### src/rtl/bus_pkg.sv
// Shared definitions for the serial system bus (master_port / slave_port).
// Contents: slave FSM state encoding, transfer-mode constants and the default
// address/data/timeout sizes both ends of the bus agree on.
package bus_pkg;

   typedef enum logic [2:0] {
      IDLE,
      ADDR,
      WDATA,
      MEMWR,
      MEMRD,
      WAITRD,
      RDATA
   } state_t;

   localparam logic MODE_READ  = 1'b0;
   localparam logic MODE_WRITE = 1'b1;

   localparam int DEF_ADDR_WIDTH = 12;
   localparam int DEF_DATA_WIDTH = 8;
   localparam int DEF_RD_TIMEOUT = 16;

endpackage

### src/rtl/slave_port_if.sv
// Serial bus signals between the bus side (address decoder / master_port) and
// a slave_port.
//   swdata  : serial address/write-data bit, LSB-first
//   smode   : 0 = read, 1 = write, meaningful with the first frame bit
//   mvalid  : frame bit valid (select-qualified)
//   srdata  : serial read-data bit, LSB-first
//   svalid  : srdata valid
//   sready  : slave idle, can accept a frame
interface slave_port_if;

   logic swdata;
   logic smode;
   logic mvalid;
   logic srdata;
   logic svalid;
   logic sready;

   modport master (
      output swdata, smode, mvalid,
      input  srdata, svalid, sready
   );

   modport slave (
      input  swdata, smode, mvalid,
      output srdata, svalid, sready
   );

endinterface

### src/rtl/slave_port_tx_serializer.sv
// Read-data serializer for slave_port.
// Loads a DATA_WIDTH word, then presents it LSB-first on srdata with svalid
// high for exactly DATA_WIDTH consecutive cycles.
//   clk, rstn : clock, synchronous active-high reset
//   load      : capture load_data; the first bit appears the next cycle
//   load_data : word to send
//   srdata    : serial bit (0 while idle)
//   svalid    : serial bit valid
//   done      : high during the last bit cycle
module slave_tx_serializer #(
   parameter int DATA_WIDTH = 8
) (
   input  logic                  clk,
   input  logic                  rstn,
   input  logic                  load,
   input  logic [DATA_WIDTH-1:0] load_data,
   output logic                  srdata,
   output logic                  svalid,
   output logic                  done
);

   localparam int CNT_W = $clog2(DATA_WIDTH + 1);

   logic [DATA_WIDTH-1:0] sh_q, sh_d;
   logic [CNT_W-1:0]      cnt_q, cnt_d;
   logic                  busy_q, busy_d;

   always_comb begin
      sh_d   = sh_q;
      cnt_d  = cnt_q;
      busy_d = busy_q;
      if (load) begin
         sh_d   = load_data;
         cnt_d  = CNT_W'(DATA_WIDTH - 1);
         busy_d = 1'b1;
      end else if (busy_q) begin
         sh_d = sh_q >> 1;
         if (cnt_q == '0) begin
            busy_d = 1'b0;
         end else begin
            cnt_d = cnt_q - CNT_W'(1);
         end
      end
   end

   always_ff @(posedge clk) begin
      if (rstn) begin
         sh_q   <= '0;
         cnt_q  <= '0;
         busy_q <= 1'b0;
      end else begin
         sh_q   <= sh_d;
         cnt_q  <= cnt_d;
         busy_q <= busy_d;
      end
   end

   assign srdata = busy_q & sh_q[0];
   assign svalid = busy_q;
   assign done   = busy_q && (cnt_q == '0);

endmodule

### src/rtl/slave_port.sv
// Responder end of the serial system bus.
// Deserializes an address (and, for writes, a data word) from the 1-bit bus,
// performs one access on a local synchronous memory port and, for reads,
// serializes the returned word back onto the bus.
//   clk, rstn    : clock, synchronous active-high reset
//   bus          : serial bus (slave_port_if.slave)
//   smemaddr     : memory address
//   smemwdata    : memory write data
//   smemwen      : one-cycle write strobe
//   smemren      : one-cycle read strobe
//   smemrdata    : memory read data, valid with smemrvalid
//   smemrvalid   : read data valid
//   serr         : sticky read-timeout flag
//
// state  | meaning
// IDLE   | sready=1, waiting for the first frame bit
// ADDR   | shifting in address bits
// WDATA  | shifting in write-data bits
// MEMWR  | smemwen pulse
// MEMRD  | smemren pulse, zero-latency read data accepted here
// WAITRD | waiting for smemrvalid, bounded by RD_TIMEOUT
// RDATA  | serializer sending the read word
module slave_port
   import bus_pkg::*;
#(
   parameter int ADDR_WIDTH = DEF_ADDR_WIDTH,
   parameter int DATA_WIDTH = DEF_DATA_WIDTH,
   parameter int RD_TIMEOUT = DEF_RD_TIMEOUT
) (
   input  logic                  clk,
   input  logic                  rstn,
   slave_port_if.slave           bus,
   output logic [ADDR_WIDTH-1:0] smemaddr,
   output logic [DATA_WIDTH-1:0] smemwdata,
   output logic                  smemwen,
   output logic                  smemren,
   input  logic [DATA_WIDTH-1:0] smemrdata,
   input  logic                  smemrvalid,
   output logic                  serr
);

   localparam int MAX_W = (ADDR_WIDTH > DATA_WIDTH) ? ADDR_WIDTH : DATA_WIDTH;
   localparam int CNT_W = $clog2(MAX_W + 1);
   localparam int TMR_W = $clog2(RD_TIMEOUT + 1);

   state_t                state_q, state_d;
   logic [ADDR_WIDTH-1:0] addr_q, addr_d;
   logic [DATA_WIDTH-1:0] wdata_q, wdata_d;
   logic                  mode_q, mode_d;
   logic [CNT_W-1:0]      bit_cnt_q, bit_cnt_d;
   logic [TMR_W-1:0]      tmr_q, tmr_d;
   logic                  serr_q, serr_d;
   logic                  ser_load;
   logic [DATA_WIDTH-1:0] ser_data;
   logic                  ser_done;

   // Address and data shift in from the top so the first (LSB) bit ends up
   // in bit 0 once the field is complete.
   always_comb begin
      state_d   = state_q;
      addr_d    = addr_q;
      wdata_d   = wdata_q;
      mode_d    = mode_q;
      bit_cnt_d = bit_cnt_q;
      tmr_d     = tmr_q;
      serr_d    = serr_q;
      ser_load  = 1'b0;
      ser_data  = '0;
      case (state_q)
         IDLE: begin
            if (bus.mvalid) begin
               addr_d    = {bus.swdata, addr_q[ADDR_WIDTH-1:1]};
               mode_d    = bus.smode;
               bit_cnt_d = CNT_W'(ADDR_WIDTH - 2);
               state_d   = ADDR;
            end
         end
         ADDR: begin
            if (!bus.mvalid) begin
               state_d = IDLE;
            end else begin
               addr_d = {bus.swdata, addr_q[ADDR_WIDTH-1:1]};
               if (bit_cnt_q == '0) begin
                  if (mode_q == MODE_WRITE) begin
                     bit_cnt_d = CNT_W'(DATA_WIDTH - 1);
                     state_d   = WDATA;
                  end else begin
                     state_d = MEMRD;
                  end
               end else begin
                  bit_cnt_d = bit_cnt_q - CNT_W'(1);
               end
            end
         end
         WDATA: begin
            if (!bus.mvalid) begin
               state_d = IDLE;
            end else begin
               wdata_d = {bus.swdata, wdata_q[DATA_WIDTH-1:1]};
               if (bit_cnt_q == '0) begin
                  state_d = MEMWR;
               end else begin
                  bit_cnt_d = bit_cnt_q - CNT_W'(1);
               end
            end
         end
         MEMWR: begin
            state_d = IDLE;
         end
         MEMRD: begin
            if (smemrvalid) begin
               ser_load = 1'b1;
               ser_data = smemrdata;
               state_d  = RDATA;
            end else begin
               tmr_d   = TMR_W'(RD_TIMEOUT - 1);
               state_d = WAITRD;
            end
         end
         WAITRD: begin
            if (smemrvalid) begin
               ser_load = 1'b1;
               ser_data = smemrdata;
               state_d  = RDATA;
            end else if (tmr_q == '0) begin
               // Timed out: still complete the bus transfer, with zeros.
               ser_load = 1'b1;
               serr_d   = 1'b1;
               state_d  = RDATA;
            end else begin
               tmr_d = tmr_q - TMR_W'(1);
            end
         end
         RDATA: begin
            if (ser_done) begin
               state_d = IDLE;
            end
         end
         default: begin
            state_d = IDLE;
         end
      endcase
   end

   always_ff @(posedge clk) begin
      if (rstn) begin
         state_q   <= IDLE;
         addr_q    <= '0;
         wdata_q   <= '0;
         mode_q    <= MODE_READ;
         bit_cnt_q <= '0;
         tmr_q     <= '0;
         serr_q    <= 1'b0;
      end else begin
         state_q   <= state_d;
         addr_q    <= addr_d;
         wdata_q   <= wdata_d;
         mode_q    <= mode_d;
         bit_cnt_q <= bit_cnt_d;
         tmr_q     <= tmr_d;
         serr_q    <= serr_d;
      end
   end

   slave_tx_serializer #(
      .DATA_WIDTH (DATA_WIDTH)
   ) u_tx (
      .clk       (clk),
      .rstn      (rstn),
      .load      (ser_load),
      .load_data (ser_data),
      .srdata    (bus.srdata),
      .svalid    (bus.svalid),
      .done      (ser_done)
   );

   assign bus.sready = (state_q == IDLE);
   assign smemwen    = (state_q == MEMWR);
   assign smemren    = (state_q == MEMRD);
   assign smemaddr   = addr_q;
   assign smemwdata  = wdata_q;
   assign serr       = serr_q;

endmodule

### src/flat_wrapper.sv
// flat-port wrapper written by rule: the top's interface ports become plain ports
module slave_port_flat import bus_pkg::*;
#(
   parameter int ADDR_WIDTH = DEF_ADDR_WIDTH,
   parameter int DATA_WIDTH = DEF_DATA_WIDTH,
   parameter int RD_TIMEOUT = DEF_RD_TIMEOUT
)
  (clk, rstn, smemaddr, smemwdata, smemwen, smemren, smemrdata, smemrvalid, serr, bus_swdata, bus_smode, bus_mvalid, bus_srdata, bus_svalid, bus_sready);
  slave_port_if bus_i ();
  input  logic clk;
  input  logic rstn;
  output logic [ADDR_WIDTH-1:0] smemaddr;
  output logic [DATA_WIDTH-1:0] smemwdata;
  output logic smemwen;
  output logic smemren;
  input  logic [DATA_WIDTH-1:0] smemrdata;
  input  logic smemrvalid;
  output logic serr;
  input wire logic [$bits(bus_i.swdata)-1:0] bus_swdata;
  input wire logic [$bits(bus_i.smode)-1:0] bus_smode;
  input wire logic [$bits(bus_i.mvalid)-1:0] bus_mvalid;
  output wire logic [$bits(bus_i.srdata)-1:0] bus_srdata;
  output wire logic [$bits(bus_i.svalid)-1:0] bus_svalid;
  output wire logic [$bits(bus_i.sready)-1:0] bus_sready;
  assign bus_i.swdata = bus_swdata;
  assign bus_i.smode = bus_smode;
  assign bus_i.mvalid = bus_mvalid;
  assign bus_srdata = bus_i.srdata;
  assign bus_svalid = bus_i.svalid;
  assign bus_sready = bus_i.sready;
  slave_port #(.ADDR_WIDTH(ADDR_WIDTH), .DATA_WIDTH(DATA_WIDTH), .RD_TIMEOUT(RD_TIMEOUT)) u_core (.clk(clk), .rstn(rstn), .bus(bus_i), .smemaddr(smemaddr), .smemwdata(smemwdata), .smemwen(smemwen), .smemren(smemren), .smemrdata(smemrdata), .smemrvalid(smemrvalid), .serr(serr));
endmodule
### config.mk
export PLATFORM = sky130hd
export DESIGN_NAME = slave_port_flat
export DESIGN_NICKNAME = d
export VERILOG_FILES = /design/src/rtl/bus_pkg.sv /design/src/rtl/slave_port_if.sv /design/src/rtl/slave_port_tx_serializer.sv /design/src/rtl/slave_port.sv /design/src/flat_wrapper.sv
export SDC_FILE = /design/constraint.sdc
export NUM_CORES = 1
export LEC_CHECK = 0
export CAP_MARGIN = 10
export CELL_PAD_IN_SITES_DETAIL_PLACEMENT = 0
export CELL_PAD_IN_SITES_GLOBAL_PLACEMENT = 1
export CORE_MARGIN = 2
export CORE_UTILIZATION = 41
export DETAILED_ROUTE_END_ITERATION = 12
export GPL_ROUTABILITY_DRIVEN = 1
export PLACE_DENSITY = 0.86
export SYNTH_ARGS = -nofsm -noshare
export SYNTH_HDL_FRONTEND = slang
export SYNTH_HIERARCHICAL = 1
export SYNTH_SLANG_ARGS = --single-unit
export TNS_END_PERCENT = 5
### constraint.sdc
create_clock -name clk -period 5.1 [get_ports clk]
set_clock_uncertainty 0.05 [all_clocks]
set_input_delay 0.765 -clock clk [delete_from_list [all_inputs] [get_ports clk]]
set_output_delay 0.765 -clock clk [all_outputs]
set_load 0.02 [all_outputs]
==> impl_metrics.env, run 1 <==
export IMPL_ioPinCount=40
export IMPL_yosysWarnings=6
export IMPL_initial_utilization_pct=41.8
export IMPL_clock_path_buffers=2
export IMPL_worstPathArrival_ns=2.21
export IMPL_seq_area_frac_synth_pct=41.6
export IMPL_num_vias=1987
export IMPL_cts_root_buf="clkbuf_8"
export IMPL_syn_avg_cell_area_sq_um=7.93
export IMPL_rsz0062_at_grt="no"
export IMPL_peakVddDrop_v=0.000171
export IMPL_diodes=0
export IMPL_slew_headroom_pct=35.5
export IMPL_syn_inst=285
export IMPL_synth_fp_nets=303
export IMPL_period_share_pct=59.2
export IMPL_required_ns=4.28
export IMPL_grt_max_degree=26
export IMPL_first_global_vias=1791
export IMPL_drt_total_wl_mm=4.85
export IMPL_die_w_um=78.2
export IMPL_final_area_sq_um=2790
export IMPL_p_leak_nw=0.958
export IMPL_num_rows=27
export IMPL_synth_ff_type="dfxtp_1"
export IMPL_drc=0
export IMPL_synth_edf_count=0
export IMPL_cts_made_buffers=5
export IMPL_fmax_mhz=331
export IMPL_p_per_area_nw_per_um2=375
export IMPL_setup_tns_ns=0
export IMPL_clk_pin_slew_ns=0.08
export IMPL_place_area_sq_um=2690
export IMPL_dp_final_hpwl_mm=3.25
export IMPL_grt_total_usage_pct=16.2
export IMPL_finalNetCount=335
export IMPL_status="completed"
export IMPL_grt_pass1_wl_mm=8.09
export IMPL_antenna_left=0
export IMPL_clock_sinks=47
export IMPL_holdBufCountCts=0
export IMPL_wl_per_cell_um=12.4
export IMPL_tightest_slew_ns=0.965
export IMPL_finalHoldViolCount=0
export IMPL_async_flop_share_pct=0
export IMPL_io_buffers=39
export IMPL_area_growth_pct=23.5
export IMPL_core_region_area_sq_um=5410
export IMPL_end_kind="output port"
export IMPL_synth_distinct_cells=41
export IMPL_die_h_um=78.2
export IMPL_crit_type="flop to output port"
export IMPL_htree_levels=2
export IMPL_cts_tree="yes"
export IMPL_maxCapViolations=0
export IMPL_antenna_found_initial=0
export IMPL_dr_pass1_iters=4
export IMPL_drive_gt1_share_pct=5.66
export IMPL_routabilityCongestion=0.849
export IMPL_ys_ff_latch=47
export IMPL_crit_fanout=14
export IMPL_die_area_sq_um=6120
export IMPL_cts_setup_buffers=0
export IMPL_hold_path_class="flop to flop"
export IMPL_cp_start_kind="flop"
export IMPL_insertion_delay_ns=0.30
export IMPL_post_cts_resize_count=0
export IMPL_grt_overflow_total=0
export IMPL_setup_viol=0
export IMPL_viasPerCell=5.09
export IMPL_synth_area_sq_um=2260
export IMPL_period_needed_ns=3.02
export IMPL_slew_violations=0
export IMPL_drt_iter0_markers=63
[final timing paths]
check | end | slack [ns] | startpoint | depth (start not counted)
setup / recovery | smemwen | 2.08 | u_core/state_q[1]$_SDFFE_PP0P_ | 3
hold / removal | u_core/tmr_q[4]$_SDFFE_PP0P_ | 0.41 | u_core/tmr_q[4]$_SDFFE_PP0P_ | 2
setup reg to reg | u_core/u_tx/cnt_q[0]$_SDFFE_PP0P_ | 2.83 | u_core/tmr_q[0]$_SDFFE_PP0P_ | 8
hold reg to reg | u_core/tmr_q[4]$_SDFFE_PP0P_ | 0.41 | u_core/tmr_q[4]$_SDFFE_PP0P_ | 2
[power breakdown]
part	internal [mW]	switching, mW
Sequential	0.398	0.0437
Clock	0.111	0.125
Combinational	0.155	0.213
[kinds of logic after synthesis]
kind of cell / Yosys count / share of synthesized area, %
flops: 47 / 41.6
fa+ha+maj: 6 / 3.10
mux: 9 / 3.99
simple gates: 129 / 28.8
xor+xnor: 1 / 0.388
compound gates: 66 / 17.3
buf+inv: 27 / 4.76
[cell usage in the layout, fill, tap and decap left out, types with 2 or more instances in the layout]
| cell | count |
|---|---|
| nor4bb_1 | 2 |
| nor3b_1 | 2 |
| nand2_1 | 55 |
| nand3_1 | 4 |
| buf_4 | 3 |
| a311oi_1 | 2 |
| inv_1 | 9 |
| a21oi_1 | 32 |
| clkbuf_8 | 6 |
| nor2b_1 | 9 |
| nor3_1 | 10 |
| and2_1 | 9 |
| a31oi_1 | 2 |
| a211o_1 | 3 |
| nor4_1 | 3 |
| ha_1 | 4 |
| dfxtp_1 | 47 |
| o21ai_0 | 14 |
| mux2i_1 | 9 |
| nor2_1 | 19 |
| clkdlybuf4s50_1 | 39 |
| and4b_2 | 2 |
| a211oi_1 | 6 |
| or3_1 | 4 |
| nand2b_1 | 3 |
| maj3_1 | 2 |
[layout make-up]
| class | instances | area, sq um |
|---|---|---|
| Sequential cell | 47 | 941 |
| Timing Repair Buffer | 42 | 413 |
| Fill cell | 536 | 2610 |
| Clock inverter | 2 | 16.3 |
| Clock buffer | 6 | 82.6 |
| Inverter | 10 | 37.5 |
| Tap cell | 72 | 90.1 |
| Multi-Input combinational cell | 211 | 1210 |
[Yosys cell counts, types with 2 or more instances]
| library cell | number | area share (%) |
|---|---|---|
| ha_1 | 4 | 2.2 |
| nor3_1 | 10 | 2.2 |
| and4b_2 | 2 | 1.0 |
| or3_1 | 4 | 1.1 |
| a211o_1 | 3 | 1.2 |
| nand2_1 | 55 | 9.1 |
| dfxtp_1 | 47 | 42 |
| nor4_1 | 3 | 0.83 |
| nor2b_1 | 9 | 2.5 |
| nand2b_1 | 3 | 0.83 |
| nor3b_1 | 2 | 0.66 |
| nand3_1 | 4 | 0.89 |
| a31oi_1 | 2 | 0.55 |
| maj3_1 | 2 | 0.89 |
| o21ai_0 | 14 | 3.1 |
| inv_1 | 9 | 1.5 |
| nor4bb_1 | 2 | 0.89 |
| a311oi_1 | 2 | 0.78 |
| buf_2 | 5 | 1.1 |
| and2_1 | 9 | 2.5 |
| mux2i_1 | 9 | 4.0 |
| clkbuf_1 | 12 | 2.0 |
| a211oi_1 | 6 | 2.0 |
| a21oi_1 | 32 | 7.1 |
| nor2_1 | 19 | 3.2 |
[through the flow]
step	cells	hold WS [ns]	util [%]	setup slack, ns	power (mW)
after floorplan	285	0.370	-	3.07	0.721
after global placement	382	0.391	49.8	2.40	0.819
after detailed placement	382	0.394	49.8	2.36	0.817
after CTS	390	0.409	51.6	2.07	1.06
after global routing	390	0.436	51.6	1.88	1.12
final	390	0.407	51.6	2.08	1.05
[state kept, by name, indices dropped and copies added, names as in the netlist]
register and count:
u_core/serr 1, u_core/bit_cnt_q 4, u_core/state_q 3, u_core/u_tx/svalid 1, u_core/tmr_q 5, u_core/u_tx/cnt_q 4
u_core/u_tx/sh_q 8, u_core/mode_q 1, u_core/smemaddr 12, u_core/smemwdata 8
[worst max-delay path, cell delays in order, from the launching register on]
cell             delay [ns]
dfxtp_1                0.62
clkinv_1               0.40
nor3_1                 0.27
clkdlybuf4s50_1        0.63
[routing by layer]
metal	GRT usage (%)	share of wire, %	vias to the layer above
met2	25.2	45	44
met3	5.17	4.7	4
met1	21.6	50	894
met5	0	0	-
met4	4.91	0.47	0
li1	-	-	1045
No activity file was read; power rests on OpenSTA's default activity.
==> run 2, diff against run 1 <==
--- a/config.mk
+++ b/config.mk
@@ -9,10 +9,10 @@
 export CELL_PAD_IN_SITES_DETAIL_PLACEMENT = 0
 export CELL_PAD_IN_SITES_GLOBAL_PLACEMENT = 1
 export CORE_MARGIN = 2
-export CORE_UTILIZATION = 41
+export CORE_UTILIZATION = 34
 export DETAILED_ROUTE_END_ITERATION = 12
 export GPL_ROUTABILITY_DRIVEN = 1
-export PLACE_DENSITY = 0.86
+export PLACE_DENSITY = 0.76
 export SYNTH_ARGS = -nofsm -noshare
 export SYNTH_HDL_FRONTEND = slang
 export SYNTH_HIERARCHICAL = 1
==> constraint.sdc (replaced) <==
create_clock -name clk -period 2.5 [get_ports clk]
set_clock_uncertainty 0.05 [all_clocks]
set_input_delay 0.375 -clock clk [delete_from_list [all_inputs] [get_ports clk]]
set_output_delay 0.375 -clock clk [all_outputs]
set_load 0.02 [all_outputs]
==> run 2 against run 1 <==
Utilization is 6.3 points lower. Via count rose by 3.1%. Global-route usage fell by 1.2 points. Combinational power up 130%. Critical path depth is the same. Count of clock-buffer cells in the layout decreased by 1. Hold slack worse by 0.0012 ns. Sequential power up 98%.
==> impl_metrics.env, run 2 (synthesis results as in run 1) <==
export IMPL_status="completed"
export IMPL_num_rows=29
export IMPL_switching_share_pct=35.4
export IMPL_setup_viol=0
export IMPL_place_area_sq_um=2780
export IMPL_period_share_pct=87.8
export IMPL_drt_iter0_markers=99
export IMPL_die_area_sq_um=7310
export IMPL_post_cts_resize_count=0
export IMPL_multiInputGateArea_sq_um=1210
export IMPL_dr_pass1_iters=4
export IMPL_seqPwrFrac_pct=37.9
export IMPL_seq_area_sq_um=941
export IMPL_p_switching_uw=818
export IMPL_cts_setup_buffers=0
export IMPL_holdBufCountCts=0
export IMPL_cp_slowest_cell="clkdlybuf4s50_1"
export IMPL_crit_path_cell_trace="clkinv_1, nor3_1, clkdlybuf4s50_1"
export IMPL_p_int_mw=1.49
export IMPL_cp_num_buf_inv=2
export IMPL_clock_sinks=47
export IMPL_period_needed_ns=2.20
export IMPL_max_stage_delay_ns=0.63
export IMPL_initial_utilization_pct=35.4
export IMPL_tightest_slew_ns=0.584
export IMPL_path_delay_family="buffers and inverters"
export IMPL_combPwrFrac_pct=37.1
export IMPL_drive_gt1_share_pct=8.26
export IMPL_drt_total_wl_mm=5.22
export IMPL_largest_reg_flops=12
export IMPL_worstPathArrival_ns=1.77
export IMPL_cp_start_kind="flop"
export IMPL_layout_common_cells="55 x nand2_1, 47 x dfxtp_1, 39 x clkdlybuf4s50_1, 32 x a21oi_1, 19 x nor2_1"
export IMPL_final_area_sq_um=2900
export IMPL_cts_made_buffers=5
export IMPL_totalPowerFinal_mw=2.31
export IMPL_wl_per_cell_um=12.9
export IMPL_viasPerCell=5.07
export IMPL_dp_cells=396
export IMPL_io_buffers=39
export IMPL_insertion_delay_ns=0.31
export IMPL_grt_pass1_wl_mm=8.99
export IMPL_slew_violations=0
export IMPL_die_h_um=85.5
export IMPL_p_leak_nw=1.02
export IMPL_cts_tree="yes"
export IMPL_clock_path_buffers=2
export IMPL_rsz0062_at_grt="no"
export IMPL_ioPinCount=40
export IMPL_finalHoldViolCount=0
export IMPL_diodes=0
export IMPL_fmax_mhz=456
export IMPL_maxCapViolations=0
export IMPL_crit_fanout=10
export IMPL_finalNetCount=344
export IMPL_setup_tns_ns=0
export IMPL_grt_total_usage_pct=15.0
export IMPL_slew_headroom_pct=60.9
export IMPL_num_vias=2049
export IMPL_end_kind="output port"
export IMPL_finalNonFillerCells=404
export IMPL_dp_slack_ns=0.322
export IMPL_die_w_um=85.5
export IMPL_hold_path_class="flop to flop"
export IMPL_grt_overflow_total=0
export IMPL_layout_commonest_cell="nand2_1"
export IMPL_required_ns=2.08
export IMPL_antenna_left=0
export IMPL_fillerInstances=653
export IMPL_grt_max_degree=47
export IMPL_area_growth_pct=28.1
export IMPL_cts_root_buf="clkbuf_8"
export IMPL_whs_ns=0.406
export IMPL_htree_levels=2
export IMPL_first_global_vias=1960
export IMPL_core_region_area_sq_um=6390
export IMPL_crit_type="flop to output port"
export IMPL_drc=0
export IMPL_clkPwrFrac_pct=25.0
export IMPL_antenna_found_initial=0
export IMPL_dp_final_hpwl_mm=3.53
export IMPL_final_util_pct=45.3
export IMPL_peakVddDrop_v=0.000384
export IMPL_routabilityCongestion=0.789
export IMPL_worst_slack_ns=0.305
export IMPL_clk_pin_slew_ns=0.09
export IMPL_p_per_area_nw_per_um2=799
[run 2: cell types whose count changed in the layout (fill, tap and decap cells not counted), sizes merged]
| cell | delta |
|---|---|
| buf | +9 |
| bufinv | +1 |
| clkbuf | -1 |
| clkinvlp | -1 |
| inv | +1 |
[run 2: metal layers]
layer	GRT usage (%)	up-vias	wire, um
met1	19.2	938	2510
met5	0	-	0
met4	3.46	0	51
met2	24.6	41	2340
met3	5.20	6	319
li1	-	1064	-
[run 2: layout make-up]
class,instances,share of cell area (%)
Clock buffer,5,2.38
Clock inverter,3,1.64
Inverter,10,1.30
Multi-Input combinational cell,211,41.8
Sequential cell,47,32.5
Tap cell,77,3.33
Timing Repair Buffer,51,17.0
[run 2: power groups by stage]
stage                     sequential (mW)  clock [mW]  combinational, mW
final                               0.877       0.578              0.858
after global routing                0.889       0.631              0.956
after CTS                           0.876       0.606              0.858
after detailed placement            0.894           0              0.853
after global placement              0.892           0              0.858
after floorplan                     0.888           0              0.584
[run 2: path summary, 6_finish.rpt]
path / start / end / slack, ns / cells after the start
setup / recovery: u_core/state_q[1]$_SDFFE_PP0P_ / smemwen / 0.30 / 3
setup reg to reg: u_core/tmr_q[0]$_SDFFE_PP0P_ / u_core/u_tx/cnt_q[0]$_SDFFE_PP0P_ / 0.49 / 9
hold / removal: u_core/tmr_q[4]$_SDFFE_PP0P_ / u_core/tmr_q[4]$_SDFFE_PP0P_ / 0.41 / 2
hold reg to reg: u_core/tmr_q[4]$_SDFFE_PP0P_ / u_core/tmr_q[4]$_SDFFE_PP0P_ / 0.41 / 2
[run 2: worst register-to-register path, stage by stage (launching register included)]
cell,delay (ns)
dfxtp_1,0.35
inv_1,0.06
ha_1,0.18
nor4b_1,0.25
buf_4,0.17
a21oi_1,0.06
nor2_1,0.28
buf_4,0.23
nor3_1,0.06
nor4_1,0.21
